`config.mk`:
```
export PLATFORM = sky130hd
export DESIGN_NAME = seq_detector_prog_flat
export DESIGN_NICKNAME = d
export VERILOG_FILES = /design/src/rtl/seq_det_pkg.sv /design/src/rtl/seq_detector_prog_if.sv /design/src/rtl/seq_detector_prog_sat_counter.sv /design/src/rtl/seq_detector_prog.sv /design/src/flat_wrapper.sv
export SDC_FILE = /design/constraint.sdc
export NUM_CORES = 1
export LEC_CHECK = 0
export ABC_AREA = 1
export BUFFER_PORTS_ARGS = -buffer_cell sky130_fd_sc_hd__buf_2
export CAP_MARGIN = 10
export CORE_ASPECT_RATIO = 0.6
export CORE_MARGIN = 3
export CORE_UTILIZATION = 54
export CTS_CLUSTER_DIAMETER = 60
export DETAILED_ROUTE_END_ITERATION = 16
export PLACE_DENSITY = 0.78
export RECOVER_POWER = 50
export SETUP_SLACK_MARGIN = 0.15
export SYNTH_ARGS = -nofsm -noshare
export SYNTH_HDL_FRONTEND = slang
export SYNTH_SLANG_ARGS = --single-unit
```
`constraint.sdc`:
```
create_clock -name clk -period 1.95 [get_ports clk]
set_input_delay 0.39 -clock clk [delete_from_list [all_inputs] [get_ports clk]]
set_output_delay 0.39 -clock clk [all_outputs]
set_load 0.01 [all_outputs]
```
`src/rtl/seq_det_pkg.sv`:
```
// Shared constants and helpers for the serial pattern detector family.
// No logic: constants and one elaboration-time helper.
package seq_det_pkg;

  localparam int SEQ_DET_NMAX = 32;
  localparam logic [5:0] SEQ_PAT_DEF = 6'b101100;

  // Bits needed to hold a fill count of 0..n inclusive.
  function automatic int fill_w(input int n);
    return $clog2(n + 1);
  endfunction

endpackage

```
`src/rtl/seq_detector_prog_if.sv`:
```
// Serial-in / status-out bundle of the programmable pattern detector.
// master drives the bit stream and configuration; slave is the detector.
interface seq_detector_prog_if #(
  parameter int N     = 6,
  parameter int CNT_W = 8
);

  logic             seq_valid;
  logic             seq;
  logic             cfg_load;
  logic [N-1:0]     cfg_pattern;
  logic [N-1:0]     cfg_mask;
  logic             overlap;
  logic             cnt_clr;
  logic             match;
  logic [CNT_W-1:0] match_cnt;
  logic             armed;

  modport master (
    output seq_valid, seq, cfg_load, cfg_pattern, cfg_mask, overlap, cnt_clr,
    input  match, match_cnt, armed
  );

  modport slave (
    input  seq_valid, seq, cfg_load, cfg_pattern, cfg_mask, overlap, cnt_clr,
    output match, match_cnt, armed
  );

endinterface

```
`src/rtl/seq_detector_prog_sat_counter.sv`:
```
// Saturating up-counter with clear taking priority over increment.
// Count updates on the edge after inc/clr; no backpressure.
module sat_counter #(
  parameter int CNT_W = 8
) (
  input  logic             clk,
  input  logic             rst,
  input  logic             inc,
  input  logic             clr,
  output logic [CNT_W-1:0] cnt
);

  always_ff @(posedge clk or negedge rst) begin
    if (!rst) begin
      cnt <= '0;
    end else if (clr) begin
      cnt <= '0;
    end else if (inc && (cnt != {CNT_W{1'b1}})) begin
      cnt <= cnt + CNT_W'(1);
    end
  end

endmodule

```
`src/rtl/seq_detector_prog.sv`:
```
// Programmable serial pattern detector with don't-care mask and overlap control.
// match pulses one cycle after the final bit's edge; bits are taken only when seq_valid=1.
module seq_detector_prog
  import seq_det_pkg::*;
#(
  parameter int           N           = 6,
  parameter logic [N-1:0] DEF_PATTERN = N'(SEQ_PAT_DEF),
  parameter logic [N-1:0] DEF_MASK    = {N{1'b1}},
  parameter int           CNT_W       = 8
) (
  input logic                clk,
  input logic                rst,
  seq_detector_prog_if.slave bus
);

  localparam int FW = fill_w(N);

  logic [N-1:0]  hist, hist_d;
  logic [FW-1:0] fill, fill_d;
  logic [N-1:0]  pattern, pattern_d;
  logic [N-1:0]  mask, mask_d;
  logic [N-1:0]  cand;
  logic          hit;
  logic          match_q;
  logic          armed_q;

  // The candidate already includes the bit arriving on this edge.
  assign cand = {hist[N-2:0], bus.seq};
  assign hit  = bus.seq_valid && !bus.cfg_load && (fill >= FW'(N - 1)) &&
                (((cand ^ pattern) & mask) == '0);

  always_comb begin
    hist_d    = hist;
    fill_d    = fill;
    pattern_d = pattern;
    mask_d    = mask;
    if (bus.cfg_load) begin
      pattern_d = bus.cfg_pattern;
      mask_d    = bus.cfg_mask;
      hist_d    = '0;
      fill_d    = '0;
    end else if (bus.seq_valid) begin
      hist_d = cand;
      if (hit && !bus.overlap) begin
        fill_d = '0;
      end else if (fill != FW'(N)) begin
        fill_d = fill + FW'(1);
      end
    end
  end

  always_ff @(posedge clk or negedge rst) begin
    if (!rst) begin
      hist    <= '0;
      fill    <= '0;
      pattern <= DEF_PATTERN;
      mask    <= DEF_MASK;
      match_q <= 1'b0;
      armed_q <= 1'b0;
    end else begin
      hist    <= hist_d;
      fill    <= fill_d;
      pattern <= pattern_d;
      mask    <= mask_d;
      match_q <= hit;
      armed_q <= (fill_d >= FW'(N));
    end
  end

  sat_counter #(
    .CNT_W (CNT_W)
  ) u_cnt (
    .clk (clk),
    .rst (rst),
    .inc (hit),
    .clr (bus.cnt_clr),
    .cnt (bus.match_cnt)
  );

  assign bus.match = match_q;
  assign bus.armed = armed_q;

endmodule
```
`src/flat_wrapper.sv`:
```
// flat-port wrapper written by rule: the top's interface ports become plain ports
module seq_detector_prog_flat import seq_det_pkg::*;
#(
  parameter int           N           = 6,
  parameter logic [N-1:0] DEF_PATTERN = N'(SEQ_PAT_DEF),
  parameter logic [N-1:0] DEF_MASK    = {N{1'b1}},
  parameter int           CNT_W       = 8
)
  (clk, rst, bus_seq_valid, bus_seq, bus_cfg_load, bus_cfg_pattern, bus_cfg_mask, bus_overlap, bus_cnt_clr, bus_match, bus_match_cnt, bus_armed);
  seq_detector_prog_if #(.N(N), .CNT_W(CNT_W)) bus_i ();
  input logic clk;
  input logic rst;
  input wire logic [$bits(bus_i.seq_valid)-1:0] bus_seq_valid;
  input wire logic [$bits(bus_i.seq)-1:0] bus_seq;
  input wire logic [$bits(bus_i.cfg_load)-1:0] bus_cfg_load;
  input wire logic [$bits(bus_i.cfg_pattern)-1:0] bus_cfg_pattern;
  input wire logic [$bits(bus_i.cfg_mask)-1:0] bus_cfg_mask;
  input wire logic [$bits(bus_i.overlap)-1:0] bus_overlap;
  input wire logic [$bits(bus_i.cnt_clr)-1:0] bus_cnt_clr;
  output wire logic [$bits(bus_i.match)-1:0] bus_match;
  output wire logic [$bits(bus_i.match_cnt)-1:0] bus_match_cnt;
  output wire logic [$bits(bus_i.armed)-1:0] bus_armed;
  assign bus_i.seq_valid = bus_seq_valid;
  assign bus_i.seq = bus_seq;
  assign bus_i.cfg_load = bus_cfg_load;
  assign bus_i.cfg_pattern = bus_cfg_pattern;
  assign bus_i.cfg_mask = bus_cfg_mask;
  assign bus_i.overlap = bus_overlap;
  assign bus_i.cnt_clr = bus_cnt_clr;
  assign bus_match = bus_i.match;
  assign bus_match_cnt = bus_i.match_cnt;
  assign bus_armed = bus_i.armed;
  seq_detector_prog #(.N(N), .DEF_PATTERN(DEF_PATTERN), .DEF_MASK(DEF_MASK), .CNT_W(CNT_W)) u_core (.clk(clk), .rst(rst), .bus(bus_i));
endmodule
```
==> impl_metrics.json, run 1 <==
{
  "seqPwrFrac_pct": 53.3,
  "clockRootBuffer": "clkbuf_8",
  "portBuffers": 28,
  "overflow": 0,
  "die_w_um": 74.6,
  "holdPathEnd": "u_core.mask[3]$_DFFE_PN1P_",
  "ys_seq_elements": 30,
  "clkPwrFrac_pct": 36.5,
  "skew_ns": 0.00457,
  "cts_setup_buffers": 0,
  "dp_hpwl_mm": 2.33,
  "syn_area_mm2": 0.00153,
  "worst-path-buf-inv": 0,
  "insertion_delay_ns": 0.27,
  "period_minus_slack_ns": 1.62,
  "clkSinkCount": 30,
  "firstDrtPassIters": 4,
  "cp_cell_sequence": "ha_1 > nand3_1 > nor2_2 > nand4_2 > nand2_4 > nand2_4 > nand2_1 > nand2_1",
  "cp-end-kind": "flip-flop",
  "post-place-ws_ns": 0.347,
  "synthCells": 187,
  "hold_buffers": 0,
  "r2r-end": "u_core.u_cnt.cnt[0]$_DFFE_PN0P_",
  "drive_gt1_share_pct": 25.5,
  "final_hold_viol_count": 0,
  "r2r_cells": 8,
  "synth_cell_type_count": 23,
  "pin_count": 29,
  "wl_mm": 3.13,
  "cts_tree": "done",
  "cap_viol_max_count": 1,
  "hold_path.class": "primary input to flip-flop",
  "cts.path.max_buffers": 2,
  "critPathMaxFanout": 9,
  "worst_r2r_startpoint": "u_core.u_cnt.cnt[0]$_DFFE_PN0P_",
  "syn-num-nets": 210,
  "relSlewSlack_pct": -1.68,
  "via_per_inst": 5.17,
  "setup_viol_count_final": 0,
  "critical_path_class": "flip-flop to flip-flop",
  "grt_max_degree": 31,
  "clk_pin_slew_ns": 0.06,
  "start_kind": "flip-flop",
  "wl_per_cell_um": 12.4,
  "hold_depth": 3,
  "coreArea_mm2": 0.00259,
  "synth_compound_area_share_pct": 5.58,
  "place.gp.congestion": 0.824,
  "crit_family": "simple AND/OR/NAND/NOR gates",
  "max_freq_mhz": 616,
  "regToRegSetupSlack_ns": 0.33,
  "crit_slowest_cell": "dfrtp_1",
  "worstHoldStart": "bus_cfg_mask[3]",
  "powerDensity_mw_per_mm2": 727,
  "fin_util_pct": 68.7,
  "post_dp_cell_area_mm2": 0.00171,
  "syn_to_final_growth_pct": 16.8,
  "nNetsFinal": 244,
  "crit_arrival_ns": 1.78,
  "leakage_nw": 0.982,
  "violations": "max-capacitance violations, max-slew violations",
  "grt_pass1_wl_mm": 5.09,
  "start_util_pct": 58.8,
  "layout_commonest_cell": "nand2_1",
  "most-common-layout-cells": "nand2_1 (66), buf_2 (26), dfrtp_1 (21)",
  "combPwrFrac_pct": 10.2,
  "timing.final.ws_setup_ns": 0.326,
  "track_usage_pct": 20.2,
  "max-vdd-ir-drop_mv": 0.573,
  "synth.area.mux_share_pct": 0,
  "intPower_uw": 985,
  "design_area_mm2": 0.00178,
  "synth_top_family_by_area": "simple AND/OR/NAND/NOR gates",
  "yosysSeqAreaShare_pct": 50.0,
  "cts_buffers": 5,
  "power_switching_share_pct": 23.9,
  "die_area_mm2": 0.00352,
  "rsz0062_at_grt": "false",
  "htree_levels": 2,
  "finalSetupTns_ns": 0,
  "fp-row-count": 14,
  "layout_worst_path_cycle_share_pct": 83.3,
  "synth_simple_gate_area_share_pct": 30.8,
  "worstMarginPinSlew_ns": 1.53,
  "drt-initial-drc-count": 51,
  "n_antenna_cell": 0,
  "required_ns": 2.11,
  "outcome": "finished with violations",
  "final_max_slew_viol_count": 31,
  "die_h_um": 47.2,
  "synth_fa_ha_area_share_pct": 3.28,
  "drc": 0,
  "grt_pass1_vias": 1191,
  "antenna_found_initial": 0,
  "synth_area_per_cell_um2": 8.16,
  "cts.repair.resized": 0,
  "antenna_left": 0,
  "switchingPower_uw": 310,
  "synth-xor-area-share_pct": 3.45,
  "max_stage_delay_ns": 0.43,
  "synth-warning-count": 0,
  "vias": 1302
}
## layer usage
metal	global-route usage, %	up-vias	wire [um]
met3	7.05	5	220
met2	30.9	34	1380
li1	-	663	-
met4	8.51	0	37
met1	26.6	600	1490
met5	0	-	0
## power groups by stage
stage	Combinational [mW]	Sequential, mW	Clock (mW)
6_report	0.132	0.689	0.473
3_3_place_gp	0.128	0.697	0
3_5_place_dp	0.134	0.699	0
2_1_floorplan	0.0781	0.693	0
5_1_grt	0.154	0.693	0.515
4_1_cts	0.135	0.689	0.486
## worst max path at each step
stage	from	to	slack, ns	cells past startpoint
finish	u_core.u_cnt.cnt[0]$_DFFE_PN0P_	u_core.u_cnt.cnt[0]$_DFFE_PN0P_	0.33	8
global route	rst	u_core.u_cnt.cnt[1]$_DFFE_PN0P_	0.22	1
CTS	u_core.u_cnt.cnt[0]$_DFFE_PN0P_	u_core.u_cnt.cnt[0]$_DFFE_PN0P_	0.33	8
detailed placement	u_core.u_cnt.cnt[0]$_DFFE_PN0P_	u_core.u_cnt.cnt[0]$_DFFE_PN0P_	0.35	8
global placement	bus_cfg_load	u_core.bus.armed$_DFF_PN0_	0.41	11
floorplan	u_core.u_cnt.cnt[0]$_DFFE_PN0P_	u_core.u_cnt.cnt[0]$_DFFE_PN0P_	0.51	8
## registers in the layout (all words and copies together) (netlist names)
signal / flops
u_core.hist: 5
u_core.fill: 3
u_core.bus.match: 1
u_core.u_cnt.cnt: 8
u_core.bus.armed: 1
u_core.mask: 6
u_core.pattern: 6
## synth_stat cells
cell | number | share of area [%]
nand2_1 | 66 | 16
dfrtp_1 | 21 | 34
nand3_1 | 20 | 6.6
inv_1 | 17 | 4.2
dfstp_2 | 9 | 16
nor2_1 | 8 | 2.0
o21ai_0 | 8 | 2.6
inv_2 | 6 | 1.5
o22ai_1 | 5 | 2.1
xor2_1 | 5 | 2.9
ha_1 | 4 | 3.3
nand2_4 | 3 | 2.2
nand4_1 | 3 | 1.2
clkbuf_1 | 2 | 0.49
nor2_2 | 2 | 0.82
a21oi_1 | 1 | 0.33
a21oi_2 | 1 | 0.57
clkinv_1 | 1 | 0.25
clkinv_4 | 1 | 0.57
nand2_2 | 1 | 0.41
nand4_2 | 1 | 0.82
nor3b_1 | 1 | 0.49
xnor2_1 | 1 | 0.57
## metrics by stage
stage | hold slack (ns) | total power [mW] | instances
after floorplan | 0.0944 | 0.772 | 187
after global placement | 0.449 | 0.825 | 246
after detailed placement | 0.446 | 0.833 | 246
after CTS | 0.150 | 1.31 | 252
after global routing | 0.307 | 1.36 | 252
final | 0.309 | 1.29 | 252
## cells by family (layout without fill, tap and decap cells)
group | count (synthesis) | after routing
AOI/OAI and AO/OA | 15 | 15
buffers and inverters | 27 | 60
and+or+nand+nor | 105 | 105
xor gates and xnor gates | 6 | 6
adders and majority gates | 4 | 4
DFF | 30 | 30
## final cells by class
class / count / area (um2)
well taps: 32 / 40.0
fillers: 213 / 811
clock buffers: 6 / 82.6
flip-flops and latches: 30 / 762
multi-input cells: 130 / 657
inverters: 25 / 98.8
repair buffers: 29 / 141
## tightest hold or removal path, stage by stage
cell and delay [ns]:
buf_2 0.10, nand2_1 0.05, nand2_1 0.05
Power figures use the tool's default switching activity.
==> run 2, diff against run 1 <==
==> constraint.sdc (replaced) <==
create_clock -name clk -period 1.7 [get_ports clk]
set_input_delay 0.34 -clock clk [delete_from_list [all_inputs] [get_ports clk]]
set_output_delay 0.34 -clock clk [all_outputs]
set_load 0.01 [all_outputs]
==> impl_metrics.json, run 2 (synthesized netlist as in run 1, its figures left out) <==
{
  "cts_buffers": 5,
  "largest_register_ffs": 8,
  "max-vdd-ir-drop_mv": 0.526,
  "multi_input_area_um2": 749,
  "max_stage_delay_ns": 0.43,
  "htree_levels": 2,
  "crit_slowest_cell": "dfrtp_2",
  "clk_pin_slew_ns": 0.06,
  "overflow": 0,
  "regToRegSetupSlack_ns": 0.12,
  "final_max_slew_viol_count": 0,
  "regMostFlops": "u_core.u_cnt.cnt",
  "grt_pass1_wl_mm": 4.90,
  "place_inst": 247,
  "r2r_cells": 11,
  "drive_gt1_share_pct": 34.1,
  "antenna_left": 0,
  "fp-row-count": 14,
  "powerDensity_mw_per_mm2": 801,
  "worst_r2r_startpoint": "u_core.fill[1]$_DFF_PN0_",
  "leakage_nw": 1.02,
  "setup_viol_count_final": 0,
  "grt_pass1_vias": 1113,
  "cp_num_cells": 11,
  "skew_ns": 0.00639,
  "final_hold_viol_count": 0,
  "critPathMaxFanout": 6,
  "worstMarginPinSlew_ns": 0.632,
  "crit_family": "simple AND/OR/NAND/NOR gates",
  "timing.final.ws_setup_ns": 0.123,
  "layout_worst_path_cycle_share_pct": 92.7,
  "design_area_mm2": 0.00191,
  "start_util_pct": 58.8,
  "start_kind": "flip-flop",
  "wl_per_cell_um": 12.5,
  "finalSetupTns_ns": 0,
  "reg_top3": "u_core.u_cnt.cnt: 8 flops, u_core.mask: 6 flops, u_core.pattern: 6 flops",
  "syn_to_final_growth_pct": 25.4,
  "relSlewSlack_pct": 57.9,
  "dp_hpwl_mm": 2.26,
  "track_usage_pct": 19.3,
  "clockRootBuffer": "clkbuf_8",
  "cts_tree": "done",
  "coreArea_mm2": 0.00259,
  "antenna_found_initial": 0,
  "place.gp.congestion": 0.853,
  "clkSinkCount": 30,
  "insertion_delay_ns": 0.28,
  "firstDrtPassIters": 4,
  "wl_mm": 3.22,
  "worst-path-buf-inv": 2,
  "n_fill_cell": 200,
  "die_h_um": 47.2,
  "max_freq_mhz": 634,
  "finalNonFillerCells": 258,
  "crit_arrival_ns": 1.74,
  "n_antenna_cell": 0,
  "cp-end-kind": "flip-flop",
  "total_power_mw": 1.53,
  "portBuffers": 28,
  "post_dp_cell_area_mm2": 0.00171,
  "grt_max_degree": 31,
  "most-common-layout-cells": "nand2_1 (60), buf_2 (28), dfrtp_1 (20)",
  "cts.path.max_buffers": 2,
  "hold_buffers": 0,
  "nNetsFinal": 248,
  "layout_commonest_cell": "nand2_1",
  "period_minus_slack_ns": 1.58,
  "pin_count": 29,
  "drt-initial-drc-count": 72,
  "hold_path.class": "primary input to asynchronous set/reset pin",
  "via_per_inst": 5.06,
  "cp_cell_sequence": "inv_2 > ha_4 > nand2_2 > a21oi_2 > nand2_1 > nor2_2 > nand2_2 > clkinv_4 > nand2_8 > nand3_1 > nand2_1",
  "die_area_mm2": 0.00352,
  "die_w_um": 74.6,
  "rsz0062_at_grt": "true",
  "critical_path_class": "flip-flop to flip-flop",
  "seq_area_um2": 763,
  "drc": 0,
  "r2r-end": "u_core.u_cnt.cnt[4]$_DFFE_PN0P_",
  "post-place-ws_ns": 0.132,
  "outcome": "finished, final reports clean",
  "required_ns": 1.87,
  "cap_viol_max_count": 0,
  "vias": 1305
}
-- run 2: worst max path at each step --
| stage | startpoint | to | slack, ns |
|---|---|---|---|
| 5_1_grt | u_core.fill[1]$_DFF_PN0_ | u_core.u_cnt.cnt[4]$_DFFE_PN0P_ | 0.02 |
| 2_1_floorplan | u_core.u_cnt.cnt[0]$_DFFE_PN0P_ | u_core.u_cnt.cnt[0]$_DFFE_PN0P_ | 0.26 |
| 3_3_place_gp | u_core.u_cnt.cnt[0]$_DFFE_PN0P_ | u_core.u_cnt.cnt[6]$_DFFE_PN0P_ | 0.15 |
| 4_1_cts | u_core.u_cnt.cnt[0]$_DFFE_PN0P_ | u_core.u_cnt.cnt[6]$_DFFE_PN0P_ | 0.16 |
| 6_report | u_core.fill[1]$_DFF_PN0_ | u_core.u_cnt.cnt[4]$_DFFE_PN0P_ | 0.12 |
| 3_5_place_dp | u_core.u_cnt.cnt[0]$_DFFE_PN0P_ | u_core.u_cnt.cnt[7]$_DFFE_PN0P_ | 0.13 |
-- run 2: routing by layer --
metal  vias up  global-route usage, %  part of all wire (%)
li1        672                      -                     -
met1       597                   29.3                    51
met2        29                   25.5                    43
met3         7                   5.77                   4.8
met4         0                   7.45                   1.8
met5         -                      0                     0
-- run 2: cell type report --
class	count	share of cell area, %
clock buffers	7	4.51
repair buffers	32	8.89
flip-flops and latches	30	39.9
clock inverters	1	0.262
multi-input cells	131	39.2
well taps	32	2.09
inverters	25	5.17
-- run 2: stage by stage --
| step | hold WS, ns | util [%] |
|---|---|---|
| 2_1_floorplan | 0.0444 | - |
| 3_3_place_gp | 0.397 | 66.1 |
| 3_5_place_dp | 0.397 | 66.1 |
| 4_1_cts | 0.0968 | 70.2 |
| 5_1_grt | 0.114 | 73.8 |
| 6_report | 0.0797 | 73.8 |
-- run 2: where the power goes --
part | switching (mW) | internal (mW)
Combinational | 0.104 | 0.0626
Clock | 0.249 | 0.326
Sequential | 0.0259 | 0.764
-- run 2: timing repair --
action / CTS / global route
pin swaps: 1 / 6
buffers inserted: 0 / 2
cloned: 1 / 0
resized for setup: 1 / 19
endpoints found under the setup margin: 5 / 11
hold endpoints to repair: 0 / 0
-- run 2: worst register-to-register path, stage by stage, from the launching register on --
cell and delay [ns]:
dfrtp_2 0.43, inv_2 0.07, ha_4 0.12, nand2_2 0.05
a21oi_2 0.13, nand2_1 0.07, nor2_2 0.17, nand2_2 0.09
clkinv_4 0.10, nand2_8 0.08, nand3_1 0.09, nand2_1 0.07
==> run 3, diff against run 2 <==
--- a/config.mk
+++ b/config.mk
@@ -8,12 +8,14 @@
 export ABC_AREA = 1
 export BUFFER_PORTS_ARGS = -buffer_cell sky130_fd_sc_hd__buf_2
 export CAP_MARGIN = 10
+export CELL_PAD_IN_SITES_DETAIL_PLACEMENT = 0
+export CELL_PAD_IN_SITES_GLOBAL_PLACEMENT = 1
 export CORE_ASPECT_RATIO = 0.6
 export CORE_MARGIN = 3
-export CORE_UTILIZATION = 54
+export CORE_UTILIZATION = 40
 export CTS_CLUSTER_DIAMETER = 60
 export DETAILED_ROUTE_END_ITERATION = 16
-export PLACE_DENSITY = 0.78
+export PLACE_DENSITY_LB_ADDON = 0.1
 export RECOVER_POWER = 50
 export SETUP_SLACK_MARGIN = 0.15
 export SYNTH_ARGS = -nofsm -noshare
==> impl_metrics.json, run 3 (synthesized netlist as in run 1, its figures left out) <==
{
  "relSlewSlack_pct": 48.3,
  "finalSetupTns_ns": 0,
  "grt_busiest_layer": "met2",
  "antenna_found_initial": 0,
  "cts.path.max_buffers": 2,
  "worstMarginPinSlew_ns": 0.776,
  "drt-initial-drc-count": 78,
  "setup_viol_count_final": 0,
  "most-common-layout-cells": "nand2_1 (66), buf_2 (26), dfrtp_1 (21)",
  "grt.met1_usage_pct": 22.8,
  "overflow": 0,
  "power_switching_share_pct": 25.1,
  "dp_hpwl_mm": 2.44,
  "die_h_um": 53.8,
  "via_per_inst": 4.76,
  "crit_slowest_cell": "dfstp_2",
  "cap_viol_max_count": 0,
  "hold_path.class": "primary input to asynchronous set/reset pin",
  "syn_to_final_growth_pct": 23.0,
  "skew_ns": 0.00665,
  "cts_tree": "done",
  "antenna_left": 0,
  "wl_mm": 3.38,
  "grt_util_met3_pct": 5.66,
  "outcome": "finished, final reports clean",
  "critPathMaxFanout": 6,
  "reg_top3": "u_core.u_cnt.cnt: 8 flops, u_core.mask: 6 flops, u_core.pattern: 6 flops",
  "coreArea_mm2": 0.00344,
  "r2r_cells": 9,
  "cp_cell_sequence": "nand2_1 > nand3_1 > nand2_1 > nor2_1 > nand2_2 > clkinv_4 > nand2_4 > nand3_1 > nand2_1",
  "switchingPower_uw": 386,
  "max_freq_mhz": 682,
  "clkPwrFrac_pct": 38.1,
  "wl_per_cell_um": 12.4,
  "intPower_mw": 1.15,
  "worst-path-buf-inv": 1,
  "clkSinkCount": 30,
  "portBuffers": 28,
  "seqPwrFrac_pct": 51.2,
  "powerDensity_mw_per_mm2": 819,
  "max_stage_delay_ns": 0.54,
  "cp-end-kind": "flip-flop",
  "crit_arrival_ns": 1.63,
  "required_ns": 1.86,
  "post-place-ws_ns": 0.0961,
  "htree_levels": 2,
  "worst_r2r_startpoint": "u_core.pattern[5]$_DFFE_PN1P_",
  "grt_max_degree": 31,
  "insertion_delay_ns": 0.28,
  "leakage_nw": 1.02,
  "clk_pin_slew_ns": 0.06,
  "start_kind": "flip-flop",
  "grtUsageMet2_pct": 24.4,
  "die_area_mm2": 0.00461,
  "period_minus_slack_ns": 1.47,
  "n_antenna_cell": 0,
  "place.gp.congestion": 0.832,
  "cp_common_cell": "nand2_1",
  "nNetsFinal": 250,
  "regMostFlops": "u_core.u_cnt.cnt",
  "max-vdd-ir-drop_mv": 0.467,
  "timing.final.ws_setup_ns": 0.234,
  "final_hold_viol_count": 0,
  "crit_family": "simple AND/OR/NAND/NOR gates",
  "die_w_um": 85.7,
  "layout_commonest_cell": "nand2_1",
  "start_util_pct": 44.3,
  "critical_path_class": "flip-flop to flip-flop",
  "drive_gt1_share_pct": 28.9,
  "regToRegSetupSlack_ns": 0.23,
  "layout_worst_path_cycle_share_pct": 86.2,
  "combPwrFrac_pct": 10.7,
  "cts_buffers": 5,
  "grt_pass1_vias": 1244,
  "grt_pass1_wl_mm": 5.62,
  "clockRootBuffer": "clkbuf_8",
  "firstDrtPassIters": 4,
  "fp-row-count": 16,
  "vias": 1300,
  "rsz0062_at_grt": "true",
  "drc": 0,
  "pin_count": 29,
  "track_usage_pct": 16.6,
  "largest_register_ffs": 8,
  "r2r-end": "u_core.u_cnt.cnt[6]$_DFFE_PN0P_",
  "final_max_slew_viol_count": 0
}
run 3: power by group through the flow:
stage               Clock [mW]  Combinational [mW]  Sequential (mW)
floorplan                    0              0.0896            0.795
global placement             0               0.155            0.800
detailed placement           0               0.157            0.801
CTS                      0.617               0.164            0.787
global route             0.649               0.190            0.791
finish                   0.586               0.165            0.786
run 3: routing by layer:
layer	wire [um]	part of all wire, %	vias to the layer above
met4	40	1.2	0
met3	265	7.8	5
met2	1310	39	33
li1	-	-	676
met1	1770	52	586
met5	0	0	-
run 3: worst reg2reg max path: stages, from the launching register on:
cell      delay (ns)
dfstp_2         0.54
nand2_1         0.05
nand3_1         0.07
nand2_1         0.05
nor2_1          0.22
nand2_2         0.11
clkinv_4        0.08
nand2_4         0.07
nand3_1         0.09
nand2_1         0.07
run 3: how the worst max path moves through the flow:
stage / from / endpoint / cells past startpoint
3_3_place_gp: u_core.u_cnt.cnt[0]$_DFFE_PN0P_ / u_core.u_cnt.cnt[4]$_DFFE_PN0P_ / 8
3_5_place_dp: u_core.u_cnt.cnt[0]$_DFFE_PN0P_ / u_core.u_cnt.cnt[3]$_DFFE_PN0P_ / 8
5_1_grt: u_core.fill[1]$_DFF_PN0_ / u_core.u_cnt.cnt[3]$_DFFE_PN0P_ / 12
4_1_cts: u_core.u_cnt.cnt[1]$_DFFE_PN0P_ / u_core.u_cnt.cnt[7]$_DFFE_PN0P_ / 8
2_1_floorplan: u_core.u_cnt.cnt[0]$_DFFE_PN0P_ / u_core.u_cnt.cnt[0]$_DFFE_PN0P_ / 8
6_report: u_core.pattern[5]$_DFFE_PN1P_ / u_core.u_cnt.cnt[6]$_DFFE_PN0P_ / 9
run 3: final cells by class:
type / instances / area [um2]
fill: 336 / 1570
sequential: 30 / 762
multi-input combinational: 131 / 687
timing repair buffer: 34 / 180
inverter: 25 / 98.8
clock buffer: 7 / 86.3
tap: 45 / 56.3
clock inverter: 1 / 5.00
run 3: timing repair:
| item | in CTS | in global routing |
|---|---|---|
| gates cloned | 1 | 0 |
| pin swaps | 1 | 2 |
| resized for setup | 2 | 2 |
| endpoints found under the setup margin | 6 | 9 |
| hold buffers | 0 | 0 |
| buffers inserted | 1 | 3 |
run 3: metrics by stage:
stage,area [um2],instances,utilization (%),power (mW),hold slack (ns)
finish,1880,273,54.5,1.54,0.117
global route,1880,273,54.5,1.63,0.176
CTS,1850,270,53.7,1.57,0.109
detailed placement,1730,260,50.2,0.958,0.429
global placement,1730,260,50.2,0.954,0.409
floorplan,1530,187,-,0.885,0.0444
